`src/rtl/pump_driver.sv`:
```
// Duplex pump driver: starts the armed pump after a delay and holds it for a minimum run.
// It fails over to the other pump on loss of flow and latches a fault if both pumps fail.
//
// state | meaning
// ------+-----------------------------------------------------------------
// IDLE  | no demand, motors off, waiting for demand
// START | start delay running for the latched pump, motor still off
// RUN   | selected motor enabled, minimum-run and no-flow timers active
// FAULT | both pumps failed to produce flow; motors off until reset
module pump_driver #(
  parameter int unsigned START_DLY = 4,
  parameter int unsigned MIN_RUN   = 8,
  parameter int unsigned FLOW_TO   = 6
) (
  input  logic clk,
  input  logic reset,
  input  logic demand,
  input  logic use_pump,
  input  logic flow,
  output logic pump1_on,
  output logic pump2_on,
  output logic B1,
  output logic B2,
  output logic fault
);

  typedef enum logic [1:0] {
    IDLE  = 2'd0,
    START = 2'd1,
    RUN   = 2'd2,
    FAULT = 2'd3
  } state_t;

  localparam logic [7:0] START_LAST = 8'(START_DLY - 1);
  localparam logic [7:0] MIN_RUN_C  = 8'(MIN_RUN);
  localparam logic [7:0] FLOW_LAST  = 8'(FLOW_TO - 1);

  state_t     state_q, state_d;
  logic       sel_q, sel_d;
  logic       retry_q, retry_d;
  logic [7:0] cnt_q, cnt_d;
  logic [7:0] run_q, run_d;
  logic [7:0] nf_q, nf_d;
  logic       p1_q, p1_d;
  logic       p2_q, p2_d;
  logic       b1_q, b1_d;
  logic       b2_q, b2_d;
  logic       fault_q, fault_d;

  logic       stop_ok;
  logic       no_flow;

  // Normal stop is evaluated first so it wins over a coincident no-flow event.
  assign stop_ok = !demand && (run_q >= MIN_RUN_C);
  assign no_flow = !flow && (nf_q == FLOW_LAST);

  always_comb begin
    state_d = state_q;
    sel_d   = sel_q;
    retry_d = retry_q;
    cnt_d   = cnt_q;
    run_d   = run_q;
    nf_d    = nf_q;
    p1_d    = 1'b0;
    p2_d    = 1'b0;
    b1_d    = b1_q;
    b2_d    = b2_q;
    fault_d = 1'b0;

    case (state_q)
      IDLE: begin
        retry_d = 1'b0;
        cnt_d   = 8'd0;
        run_d   = 8'd0;
        nf_d    = 8'd0;
        if (demand) begin
          sel_d   = use_pump;
          state_d = START;
        end
      end

      START: begin
        if (!demand) begin
          state_d = IDLE;
          retry_d = 1'b0;
          cnt_d   = 8'd0;
        end else if (cnt_q == START_LAST) begin
          state_d = RUN;
          run_d   = 8'd1;
          nf_d    = 8'd0;
          p1_d    = sel_q;
          p2_d    = !sel_q;
          b1_d    = sel_q;
          b2_d    = !sel_q;
        end else begin
          cnt_d = cnt_q + 8'd1;
        end
      end

      RUN: begin
        if (stop_ok) begin
          state_d = IDLE;
          retry_d = 1'b0;
        end else if (no_flow) begin
          if (retry_q) begin
            state_d = FAULT;
            fault_d = 1'b1;
          end else begin
            state_d = START;
            retry_d = 1'b1;
            sel_d   = !sel_q;
            cnt_d   = 8'd0;
          end
        end else begin
          p1_d  = sel_q;
          p2_d  = !sel_q;
          run_d = (run_q >= MIN_RUN_C) ? run_q : run_q + 8'd1;
          nf_d  = flow ? 8'd0 : nf_q + 8'd1;
        end
      end

      FAULT: begin
        fault_d = 1'b1;
      end

      default: begin
        state_d = IDLE;
      end
    endcase
  end

  always_ff @(posedge clk or posedge reset) begin
    if (reset) begin
      state_q <= IDLE;
      sel_q   <= 1'b0;
      retry_q <= 1'b0;
      cnt_q   <= 8'd0;
      run_q   <= 8'd0;
      nf_q    <= 8'd0;
      p1_q    <= 1'b0;
      p2_q    <= 1'b0;
      b1_q    <= 1'b0;
      b2_q    <= 1'b0;
      fault_q <= 1'b0;
    end else begin
      state_q <= state_d;
      sel_q   <= sel_d;
      retry_q <= retry_d;
      cnt_q   <= cnt_d;
      run_q   <= run_d;
      nf_q    <= nf_d;
      p1_q    <= p1_d;
      p2_q    <= p2_d;
      b1_q    <= b1_d;
      b2_q    <= b2_d;
      fault_q <= fault_d;
    end
  end

  assign pump1_on = p1_q;
  assign pump2_on = p2_q;
  assign B1       = b1_q;
  assign B2       = b2_q;
  assign fault    = fault_q;

endmodule

```
`config.mk`:
```
export PLATFORM = sky130hd
export DESIGN_NAME = pump_driver
export DESIGN_NICKNAME = d
export VERILOG_FILES = /design/src/rtl/pump_driver.sv
export SDC_FILE = /design/constraint.sdc
export NUM_CORES = 1
export LEC_CHECK = 0
export CAP_MARGIN = 20
export CORE_AREA = 5 5 69 71
export CTS_CLUSTER_DIAMETER = 80
export DETAILED_ROUTE_END_ITERATION = 10
export DIE_AREA = 0 0 74 76
export PLACE_DENSITY = 0.66
export SETUP_SLACK_MARGIN = 0.02
export SKIP_LAST_GASP = 1
export SLEW_MARGIN = 30
export SYNTH_ARGS = -nofsm -noshare
export SYNTH_HDL_FRONTEND = slang
export SYNTH_SLANG_ARGS = --single-unit
```
`constraint.sdc`:
```
create_clock -name clk -period 2.6 [get_ports clk]
set_input_delay 0.65 -clock clk [delete_from_list [all_inputs] [get_ports clk]]
set_output_delay 0.65 -clock clk [all_outputs]
set_load 0.005 [all_outputs]
```
# Word level (Yosys, flattened, before mapping)
# Cells that the tools add are included.
op_classes:
  n_addsub: 3
  order_cmp: 1
  eq_ne: 17
  mux: 48
  n_reduce_logical: 15
op_table:
  columns: ["cell", "count"]
  rows:
  - ["2-to-1 mux 8 bit", 15]
  - ["one-hot mux 8 bit (3 select lines)", 3]
  - ["adder 8 x 1 -> 8 bit, second input constant", 3]
  - ["2-to-1 mux 1 bit", 18]
  - ["!= test 2 bit, second input constant", 9]
  - ["AND reduction 5 bit", 3]
  - ["2-to-1 mux 2 bit", 6]
  - ["!= test 3 bit, second input constant", 3]
  - ["== test 8 x 2 -> 1 bit, second input constant", 1]
  - ["== test 8 x 3 -> 1 bit, second input constant", 1]
  - [">= comparator 8 x 4 -> 1 bit, second input constant", 1]
  - ["one-hot mux 1 bit (2 select lines)", 4]
  - ["one-hot mux 2 bit (3 select lines)", 1]
  - ["AND reduction 3 bit", 2]
  - ["AND reduction 6 bit", 1]
  - ["== test 2 bit, second input constant", 2]
  - ["AND reduction 4 bit", 1]
  - ["logical NOT 1 bit", 3]
  - ["one-hot mux 1 bit (3 select lines)", 1]
  - ["nonzero test 3 bit", 1]
  - ["== test 2 x 1 -> 1 bit, second input constant", 1]
  - ["logical AND 1 bit", 2]
  - ["logical NOT 2 bit", 1]
  - ["nonzero test 2 bit", 1]
totals:
  register_bits: 33
  in_bits: 5
  out_inout_bits: 5
  wordCells: 95

# Logic depth before layout (Yosys ltp)
# Gate-level depths: netlist of the first run.
logic_depth:
  word_depth: 5
  ltp_mapped: 8
  ltp_nobuf: 7

# Worst setup path before layout of the first run
# No wires, ideal clock.
synth_path:
  path_type: "input port to flip-flop"
  from: "input flow"
  to: "register cnt_q[4]"
  setup_time_ps: 92
  arrival_ps: 2120
  required_time_ps: 2508
  path_slack_ps: 388
  cell_stages: 6
  path_buffers: 1
  path_cell_list: "nor4b_4 nand2_2 o31a_1 or3_1 buf_2 o31ai_2"
synth_between:
  elab_chain_cells: 4
synth_lines:
  columns: ["element", "line_no", "text"]
  rows:
  - ["from (decl)", "19", "input logic flow,"]
  - ["logical NOT 1 bit", "55", "assign no_flow = !flow && (nf_q == FLOW_LAST);"]
  - ["logical AND 1 bit", "55", null]
  - ["!= test 2 bit (no source line)", null, null]
  - ["AND reduction 5 bit (no source line)", null, null]
  - ["to (signal assigned)", "149", "cnt_q <= cnt_d;"]
  - ["to (decl)", "41", "logic [7:0] cnt_q, cnt_d;"]
# No other way between the ends.
# A chain may end at the register's enable or synchronous reset.

# Final worst setup path of the first run
layout_path:
  from: "input flow"
  to: "register cnt_q[3]"
# Same word-level chain as after synthesis.

==> reports/metrics.yaml, run 1 <==
detailed_routing:
  vias: 1672
  wl_per_cell_um: 14.7
  first_pass_iters: 4
  drt-total-wl_mm: 4.35
  drt_iter0_drc: 114
  met3_wirelength_um: 165
  postRouteAntennaNets: 0
  dr_wl_met2_mm: 2.04
  dr.max_layer_used: "met4"
  drc_errors: 0
  drt-met1-wl_mm: 2.06
  via_per_inst: 5.67
power_and_ir_drop:
  power_mw: 1.74
  ir_drop_uv: 273
  leakage_nw: 1.08
  powerDensity_nw_per_um2: 751
clock_network:
  clk_latency_ps: 290
  holdBufCountCts: 0
  cts-htree-levels: 2
  cts.sinks: 33
  cts_resized: 0
  cts_buffers: 5
  clock-root-buffer: "clkbuf_8"
  cts_tree: "built"
  clkTransAtPathRegs_ps: 70
  cts_buffer_depth: 2
  postCtsSetupBuffers: 0
worst_hold_path:
  hp-class: "reg -> reg"
yosys:
  ys_seq_area_share_pct: 42.5
  synth.net_count: 227
  yosys.cell_types.count: 45
  async_reset_ff_share_pct: 100
  ys_seq_elements: 33
  avgSynthCellArea_sq_um: 9.12
  syn_inst: 213
  syn-cell-area_sq_um: 1940
  ys.warnings.count: 0
  synthFlopType: "dfrtp_1"
  synth-edff-count: 0
floorplan:
  die_x_um: 74
  initial_core_util_pct: 46.6
  fp-row-count: 24
  die_area_sq_um: 5620
  dieHeight_um: 76
  ios: 10
  core-area_sq_um: 4170
setup_path:
  critPathLaunchType: "primary input"
  path_buf_inv: 1
  cp_top_family: "simple AND/OR/NAND/NOR gates"
  cp_data_required_time_ps: 2790
  endpoint_kind: "flop"
  critical_path_class: "in -> reg"
  path_cells: "clkdlybuf4s50_1 > nor4b_4 > nand2_2 > o31a_1 > or3_1 > o31ai_1"
  worst_path_largest_cell_delay_ps: 490
  path_max_fanout: 6
  slowest_stage: "or3_1"
  worstPathArrival_ps: 2580
grt:
  grt_pass1_vias: 1637
  grt_pass1_wl_mm: 7.71
  grt_max_degree: 13
  grt_usage_pct: 17.3
  grt-ovfl-total: 0
  antenna_found_initial: 0
timing:
  worst_pin_slew_ps: 437
  post-route-period-util_pct: 91.7
  max_freq_ghz: 0.420
  setup_viol: 0
  fin_crit_ps: 2380
  final-hold-violation-count: 0
  clock_skew_ps: 5.10
  rsz0062_at_grt: "no"
  slew_viol_final: 0
  max-slew-margin-rel_pct: 70.8
layout:
  multi_input_area_sq_um: 1030
  finalNetCount: 256
  ff_latch_area_sq_um: 826
  fillers: 403
  layoutNonFillerInstCount: 295
  drive_above_1_share_pct: 14.8
  antenna_cells: 0
  areaGrowthSynthToFinish_pct: 19.3
placement:
  gp_congestion: 0.828
  dpl.hpwl_mm: 3.22
  port_buffers: 9
  dp_cells: 287
job:
  maxCapViolCount: 0
outcome:
  outcome: "completed"
## state kept, by name (all words and copies together) (netlist names)
name      count
run_q         8
cnt_q         8
B1            1
nf_q          8
retry_q       1
pump1_on      1
pump2_on      1
sel_q         1
B2            1
state_q       2
fault         1
## synth_stat cells (3+ instances only)
master,count,share of area [%]
and3_1,5,1.6
ha_1,9,5.8
nand2_1,17,3.3
clkbuf_1,5,0.97
nor3_1,6,1.5
o21ai_0,23,5.9
or3_1,5,1.6
nand3_1,11,2.8
a21oi_1,7,1.8
a31oi_1,4,1.3
nor2b_1,3,0.97
nor2_1,12,2.3
dfrtp_1,33,42
or2_2,3,0.97
o31ai_1,13,5.0
mux2i_1,4,2.1
inv_1,17,3.3
nand4_1,3,0.97
## where the power goes
part	switching (mW)	total (mW)	internal, mW
registers	0.0579	0.633	0.575
logic	0.361	0.673	0.311
clock network	0.195	0.435	0.239
total	0.615	1.74	1.13
## layer usage
layer / global-route usage (%) / up-vias
li1: - / 835
met1: 23.6 / 799
met2: 26.3 / 32
met3: 3.96 / 6
met4: 6.52 / 0
met5: 0 / -
## cell type report
cell class                      count  share of cell area (%)
Clock buffer                        7                    4.16
Clock inverter                      1                   0.216
Inverter                           17                    2.75
Multi-Input combinational cell    157                    44.4
Sequential cell                    33                    35.6
Tap cell                           52                    2.81
Timing Repair Buffer               28                    10.0
## final timing paths
check	slack, ps	cells after the start	end	startpoint
worst max-delay path	220	6	cnt_q[3]	flow
worst min-delay path	490	1	cnt_q[7]	cnt_q[7]
worst max register to register	360	6	state_q[0]	cnt_q[0]
worst min register to register	490	1	cnt_q[7]	cnt_q[7]
max in group asynchronous	1420	3	nf_q[3]	reset
min in group asynchronous	660	2	pump1_on	reset
## metrics by stage
step / setup TNS [ps] / utilization [%] / hold slack (ps) / cell area, sq um / setup WS, ps
2_1_floorplan: 0 / - / 452 / 1940 / 388
3_3_place_gp: -212 / 53.1 / 460 / 2220 / -59.6
3_5_place_dp: -282 / 53.1 / 482 / 2220 / -73.1
4_1_cts: 0 / 55.5 / 496 / 2320 / 207
5_1_grt: 0 / 55.5 / 503 / 2320 / 76.9
6_report: 0 / 55.5 / 493 / 2320 / 216
## logic make-up after synthesis
family / Yosys count / synth area share (%)
buffers and inverters: 23 / 4.51
adders and majority gates: 9 / 5.80
DFF: 33 / 42.5
AOI/OAI and AO/OA: 64 / 21.2
muxes: 5 / 2.64
and+or+nand+nor: 79 / 23.4
## layout by cell type (no fill, tap or decap), drive strengths merged, types with 5 or more instances in the layout
cell type,netlist,layout
dfrtp,33,33
o21ai,24,24
buf,1,19
nand2,18,18
inv,17,17
o31ai,14,14
nor2,12,12
nand3,11,11
ha,9,9
clkdlybuf4s50,0,9
a21oi,7,7
clkbuf,5,7
nor3,6,6
or3,5,5
and3,5,5
(Power assumes the default switching activity.)
==> run 2, diff against run 1 <==
Settings changed: CTS_CLUSTER_SIZE set to 40.
==> results of run 2 <==
Final layout, timing and power as in run 1 (identical DEF).
==> run 3, diff against run 2 <==
Settings changed: PLACE_DENSITY 0.66 to 0.69.
Clock period 2.6 ns to 2.15 ns, I/O delays scaled along.
==> run 3 against run 2 <==
Core utilization grew 4.6 points. Total power up 28%. Flip-flop and latch count stayed put. Worst hold slack worse by 5.0 ps. Die area unchanged. Sequential share of layout area down 2.7 points. First-iteration DRC count increased by 43%. Via count up 4.2%. Global-route usage up 0.46 points. Clock-buffer cell count stayed put. Critical path depth unchanged. Worst setup slack lost 150 ps. Critical path type is now reg -> reg. Critical endpoint is now state_q[0]. Largest power group unchanged.
==> reports/metrics.yaml, run 3 (synthesis gave the netlist of run 1 again) <==
layout:
  postLayoutCellArea_sq_um: 2510
  areaGrowthSynthToFinish_pct: 29.3
  layoutNonFillerInstCount: 314
  final_common_cell: "buf_4"
  antenna_cells: 0
  drive_above_1_share_pct: 25.2
  finalNetCount: 275
  reg_top3: "cnt_q x8, nf_q x8, run_q x8"
  finish.utilization_pct: 60.2
  most-common-layout-cells: "38 x buf_4, 32 x dfrtp_1, 19 x o21ai_0, 17 x inv_1, 17 x nand2_1"
setup_path:
  cp_top_family: "simple AND/OR/NAND/NOR gates"
  cp_data_required_time_ps: 2320
  reg2reg_slack_ps: 70
  worstPathArrival_ps: 2250
  r2r-start: "cnt_q[1]"
  critical_path_class: "reg -> reg"
  path_cells: "ha_2 > or4b_4 > and3b_1 > nor2_2 > or3_4 > mux2_2"
  worst_path_largest_cell_delay_ps: 470
  critPathLaunchType: "flop"
  slowest_stage: "or4b_4"
  worstSetupPathDepth: 6
  endpoint_kind: "flop"
  path_buf_inv: 0
  reg2reg_to: "state_q[0]"
  path_max_fanout: 4
  r2r_cells: 6
outcome:
  outcome: "completed"
power_and_ir_drop:
  power_frac_clock_pct: 23.3
  powerDensity_nw_per_um2: 884
  seq_power_share_pct: 34.3
  switchingPower_uw: 775
  internal_power_mw: 1.45
  leakage_nw: 1.19
  switching_share_pct: 34.9
  ir_drop_uv: 365
  combPwrFrac_pct: 42.4
timing:
  setup_viol: 0
  post-route-period-util_pct: 96.8
  final-hold-violation-count: 0
  whs_ps: 488
  max-slew-margin-rel_pct: 71.5
  max_freq_ghz: 0.481
  rsz0062_at_grt: "yes"
  worst_pin_slew_ps: 427
  clock_skew_ps: 3.41
  setup_tns_ps: 0
  fin_crit_ps: 2080
  slew_viol_final: 0
placement:
  port_buffers: 9
  dp_cells: 304
  gp_congestion: 0.803
  dpl.hpwl_mm: 3.25
  place_area_sq_um: 2350
detailed_routing:
  drc_errors: 0
  wl_per_cell_um: 14.4
  postRouteAntennaNets: 0
  drt-total-wl_mm: 4.52
  via_per_inst: 5.55
  vias: 1743
  first_pass_iters: 4
  drt_iter0_drc: 163
grt:
  grt_usage_pct: 17.8
  grt_pass1_wl_mm: 7.95
  grt-ovfl-total: 0
  grt_pass1_vias: 1765
  grt_max_degree: 34
  antenna_found_initial: 0
clock_network:
  cts_tree: "built"
  clock-root-buffer: "clkbuf_8"
  clk_latency_ps: 280
  cts.sinks: 33
  clkTransAtPathRegs_ps: 70
  cts-htree-levels: 2
  cts_buffer_depth: 2
  cts_buffers: 5
floorplan:
  die_x_um: 74
  die_area_sq_um: 5620
  dieHeight_um: 76
  initial_core_util_pct: 46.6
  fp-row-count: 24
  core-area_sq_um: 4170
  ios: 10
job:
  maxCapViolCount: 0
worst_hold_path:
  holdPathStages: 2
  whs_endpoint: "B1"
  hp-class: "reg -> reg"
  min-delay-start: "B1"
## run 3: cell types whose count changed in the layout (fill, tap and decap cells not counted), moves of 2 or more
cell	previous run	this run
or3_1	5	3
or3_4	0	2
buf_4	19	38
o21ai_0	23	19
o21ai_1	1	4
## run 3: layout make-up
| class | instances | area (sq um) |
|---|---|---|
| clock buffers | 7 | 96.3 |
| clock inverters | 1 | 5.00 |
| fillers | 367 | 1660 |
| inverters | 17 | 63.8 |
| multi-input cells | 157 | 1080 |
| flip-flops and latches | 33 | 827 |
| well taps | 52 | 65.1 |
| repair buffers | 47 | 374 |
## run 3: through the flow
step / setup WS (ps) / power, mW
after floorplan: 50.8 / 1.27
after global placement: -378 / 1.62
after detailed placement: -435 / 1.65
after CTS: 23.4 / 2.18
after global routing: -16.4 / 2.39
final: 69.6 / 2.22
## run 3: timing repair
| item | CTS | global route |
|---|---|---|
| resized for setup | 4 | 13 |
| hold buffers | 0 | 0 |
| setup endpoints to repair | 21 | 20 |
| pin swaps | 1 | 2 |
| buffers inserted | 0 | 2 |
## run 3: how the worst max path moves through the flow
stage             start         end  slack [ps]
2_1_floorplan      flow    cnt_q[4]          50
3_5_place_dp       flow    cnt_q[2]        -440
5_1_grt          demand    run_q[2]         -20
4_1_cts        cnt_q[0]  state_q[0]          20
6_report       cnt_q[1]  state_q[0]          70
3_3_place_gp       flow    cnt_q[5]        -380
## run 3: power by group through the flow
stage	Clock (mW)	Combinational [mW]	Sequential (mW)
finish	0.518	0.941	0.762
floorplan	0	0.501	0.764
global route	0.559	1.06	0.774
CTS	0.530	0.888	0.765
detailed placement	0	0.871	0.777
global placement	0	0.852	0.771
## run 3: layer usage
layer	wire (um)	GRT usage (%)	vias up
li1	-	-	869
met3	164	3.30	6
met5	0	0	-
met2	2170	27.8	39
met4	76	6.88	0
met1	2110	23.9	829
## run 3: worst register-to-register path: stages, from the launching register on
cell	delay, ps
dfrtp_1	380
ha_2	190
or4b_4	470
and3b_1	260
nor2_2	60
or3_4	330
mux2_2	270
==> patch 1 (flow settings as in run 2) <==
Take the reset off `nf_q` and load it in a clocked block of its own.
--- a/src/rtl/pump_driver.sv
+++ b/src/rtl/pump_driver.sv
@@ -137,5 +137,4 @@
       cnt_q   <= 8'd0;
       run_q   <= 8'd0;
-      nf_q    <= 8'd0;
       p1_q    <= 1'b0;
       p2_q    <= 1'b0;
@@ -149,5 +148,4 @@
       cnt_q   <= cnt_d;
       run_q   <= run_d;
-      nf_q    <= nf_d;
       p1_q    <= p1_d;
       p2_q    <= p2_d;
@@ -156,4 +154,8 @@
       fault_q <= fault_d;
     end
+  end
+
+  always_ff @(posedge clk) begin
+    nf_q <= nf_d;
   end
 
Function: no difference found for any inputs over 10 cycles, from zero or initial values and one cycle with reset high; that may be too few to reach the edited logic, so the function may still have changed.
==> patch 1 against run 2 <==
Sequential share of layout area rose by 2.9 points; area after synthesis fell by 1.8%; critical path depth rose by 1; power rose by 17%; final area fell by 3.1%; wire length fell by 8.9%; worst setup slack got worse by 0.024 ns; register-to-register slack got worse by 0.16 ns; sequential cell count did not move; largest cell class unchanged; highest routed layer unchanged.
==> patch 1: results (changes against run 2) <==
Run status
  – Status: finished, final reports clean (unchanged)

Synthesis
  – Number of distinct library cells after synthesis: 48 (was 45)
  – Gate count after technology mapping: 193 (was 213)
  – Share of the yosys chip area belonging to registers: 45.4% (was 42.5%)
  – Xor and xnor fraction of the mapped netlist area: 2.75% (was 0%)
  – Post-synthesis compound-gate area fraction: 19.2% (was 21.2%)
  – Net Count, Synth: 207 (was 227)
  – Multiplexer fraction of the synthesized cell area: 2.23% (was 2.64%)
  – Asr flop ratio synth: 75.8% (was 100%)
  – Leading cell types by count after synthesis: sky130_fd_sc_hd__dfrtp_1, sky130_fd_sc_hd__nor2_1, sky130_fd_sc_hd__inv_1 (was sky130_fd_sc_hd__dfrtp_1, sky130_fd_sc_hd__o21ai_0, sky130_fd_sc_hd__inv_1, sky130_fd_sc_hd__nand2_1, sky130_fd_sc_hd__o31ai_1)

Final layout
  – # fillers: 375 (was 403)
  – Area of the multi-input gates: 960 sq um (was 1030 sq um)
  – Non-Clock Buffer Area Fraction: 10.0% (about the same)
  – Combined flip-flop and latch cell area: 866 sq um (was 826 sq um)
  – Fraction of area in clock buffers and inverters: 3.84% (was 4.37%)
  – Comb_multi_in: 140 (was 157)
  – Area growth from synthesis to layout: 17.8% (was 19.3%)

Power
  – Leak: 1.01 nW (was 1.08 nW)
  – Worst ir drop on vdd: 466 uV (was 273 uV)
  – Internal Pwr Total: 0.00126 W (was 0.00113 W)

Routing
  – Metal3 WL: 161 microns (was 165 microns)
  – Number of vias per cell after detailed routing: 5.65 (was 5.67)
  – Initial DRC count: 66 (was 114)
  – Detail Route met2 WL: 1940 microns (was 2040 microns)

Worst setup path
  – Slowest-stage cell, CP: sky130_fd_sc_hd__or4_4 (was sky130_fd_sc_hd__or3_1)

Global routing
  – Total track usage: 15.6% (was 17.3%)
  – Met1 Use GR: 20.6% (was 23.6%)
  – Met2 Usage GRT: 23.7% (was 26.3%)
  – Met3 Resource Use GR: 4.49% (was 3.96%)

Timing
  – Worst Tran Pin Value: 0.636 ns (was 0.437 ns)
==> patch 1: power by group through the flow <==
stage                     sequential [W]  combinational, W  clock (W)
final                           0.000796          0.000856   0.000390
after global routing            0.000813          0.000954   0.000424
after CTS                       0.000796          0.000860   0.000402
after detailed placement        0.000806          0.000855          0
after global placement          0.000795          0.000836          0
after floorplan                 0.000778          0.000593          0
==> patch 1: path summary, 6_finish.rpt <==
check,startpoint,endpoint,slack [ns],cells after the start
min reg2reg,run_q[4]$_DFFE_PP0P_,run_q[4]$_DFFE_PP0P_,0.50,1
max in group asynchronous,reset,run_q[4]$_DFFE_PP0P_,1.63,3
min,run_q[4]$_DFFE_PP0P_,run_q[4]$_DFFE_PP0P_,0.50,1
max,flow,cnt_q[6]$_DFFE_PP0P_,0.19,7
min in group asynchronous,reset,cnt_q[7]$_DFFE_PP0P_,0.71,3
max reg2reg,cnt_q[0]$_DFFE_PP0P_,nf_q[4]$_SDFFCE_PP0P_,0.20,6
==> patch 2 (config.mk and constraints of run 2) <==
Without the edit above. `FLOW_TO`: 6 -> 3.
--- a/src/rtl/pump_driver.sv
+++ b/src/rtl/pump_driver.sv
@@ -11,5 +11,5 @@
   parameter int unsigned START_DLY = 4,
   parameter int unsigned MIN_RUN   = 8,
-  parameter int unsigned FLOW_TO   = 6
+  parameter int unsigned FLOW_TO   = 3
 ) (
   input  logic clk,
Behaviour: not the same (a bounded check fails within 10 cycles, from zero or initial values and one cycle with reset high).
==> patch 2 against run 2 <==
Final area is 1.7% lower; power is 4.4% higher; area after synthesis is 0.84% lower; largest power group unchanged; largest cell class unchanged; sequential cell count stayed put; wire length is 1.7% lower; fmax is 1.2% higher; clock skew is 0.0014 ns higher; highest routed layer unchanged; worst setup slack better by 0.028 ns.
==> patch 2: results (changes against run 2) <==
Routing
  – Length of routed wiring on met1: 1960 microns (was 2060 microns)
  – Metal3 WL: 184 microns (was 165 microns)
  – Routed wire length: 4280 microns (was 4350 microns)
  – Average routed wire per standard cell: 14.5 microns (was 14.7 microns)
  – Initial DRC count: 94 (was 114)
  – Detail Route met2 WL: 2070 microns (was 2040 microns)

Power
  – Overall power after layout: 0.00182 W (was 0.00174 W)
  – Worst ir drop on vdd: 256 uV (was 273 uV)
  – Clock group: 0.000383 W (was 0.000435 W)
  – Power of the combinational group: 0.000797 W (was 0.000673 W)
  – Leak: 1.06 nW (was 1.08 nW)

Synthesis
  – Multiplexer fraction of the synthesized cell area: 2.14% (was 2.64%)
  – Adder-cell share of the synthesized area: 5.84% (was 5.80%)
  – Most area-consuming cells after synthesis: sky130_fd_sc_hd__dfrtp_1, sky130_fd_sc_hd__ha_1, sky130_fd_sc_hd__o31ai_1 (was sky130_fd_sc_hd__dfrtp_1, sky130_fd_sc_hd__o21ai_0, sky130_fd_sc_hd__ha_1)
  – Post-synthesis compound-gate area fraction: 21.8% (was 21.2%)
  – Share of the yosys chip area belonging to registers: 42.9% (was 42.5%)
  – Leading cell types by count after synthesis: sky130_fd_sc_hd__dfrtp_1, sky130_fd_sc_hd__o21ai_0, sky130_fd_sc_hd__inv_1, sky130_fd_sc_hd__nand2_1, sky130_fd_sc_hd__o31ai_1 (unchanged)

Global routing
  – Met3 Resource Use GR: 4.49% (was 3.96%)
  – Met2 Usage GRT: 25.6% (was 26.3%)
  – Via count of the first global-routing pass: 1598 (was 1637)
  – Met1 Use GR: 23.3% (was 23.6%)
  – Total track usage: 17.0% (was 17.3%)

Timing
  – Minimum period implied by the final worst setup slack: 2.36 ns (was 2.38 ns)
  – Clock tree skew after final layout: 0.00652 ns (was 0.00510 ns)
  – Headroom to the max-slew limit: 65.3% (was 70.8%)

CTS
  – Total CTS buffers: 5 (unchanged)

Run status
  – Status: finished, final reports clean (unchanged)

Worst hold path
  – Terminating pin of the worst hold path: B2$_DFFE_PP0P_ (was cnt_q[7]$_DFFE_PP0P_)
  – WHS Path Cells: 2 (was 1)
  – Hold Startpoint: B2$_DFFE_PP0P_ (was cnt_q[7]$_DFFE_PP0P_)

Placed design
  – Gpl congestion: 0.795 (was 0.828)
  – Cell Count Post-Placement: 286 (was 287)
  – Pre-CTS setup slack: -0.0652 ns (was -0.0731 ns)
  – Post-DP HPWL: 3120 microns (was 3220 microns)
  – Placed cell area: 2190 sq um (was 2220 sq um)

Worst setup path
  – Crit-path max FO: 5 (was 6)
  – Endpoint of the worst setup timing path: run_q[0]$_DFFE_PP0P_ (was cnt_q[3]$_DFFE_PP0P_)
  – FF-to-FF setup slack: 0.25 ns (was 0.36 ns)

Final layout
  – Layout net count: 255 (was 256)
  – # fillers: 387 (was 403)
  – Fraction of final layout cells with drive strength greater than 1: 14.5% (was 14.8%)
-- patch 2: cell types whose count changed in the layout (fill, tap and decap cells not counted), sizes merged, moves of 2 or more --
cell,change
o211ai,+2
nor4,+2
inv,-2
nand3,+2
clkbuf,-2
o21ai,-2
-- patch 2: worst max-delay path, cell delays in order --
cell and delay (ns):
sky130_fd_sc_hd__clkdlybuf4s50_1 0.47, sky130_fd_sc_hd__or4b_1 0.48, sky130_fd_sc_hd__o21ai_1 0.15, sky130_fd_sc_hd__buf_4 0.15, sky130_fd_sc_hd__nand2_2 0.08, sky130_fd_sc_hd__or4_1 0.52, sky130_fd_sc_hd__nand3_1 0.09
-- patch 2: area by class of cell --
| cell class | count | area share (%) |
|---|---|---|
| clock buffer | 5 | 3.02 |
| clock inverter | 3 | 0.768 |
| sequential | 33 | 36.2 |
| inverter | 15 | 2.47 |
| tap | 52 | 2.85 |
| multi-input combinational | 159 | 44.8 |
| timing repair buffer | 27 | 9.88 |
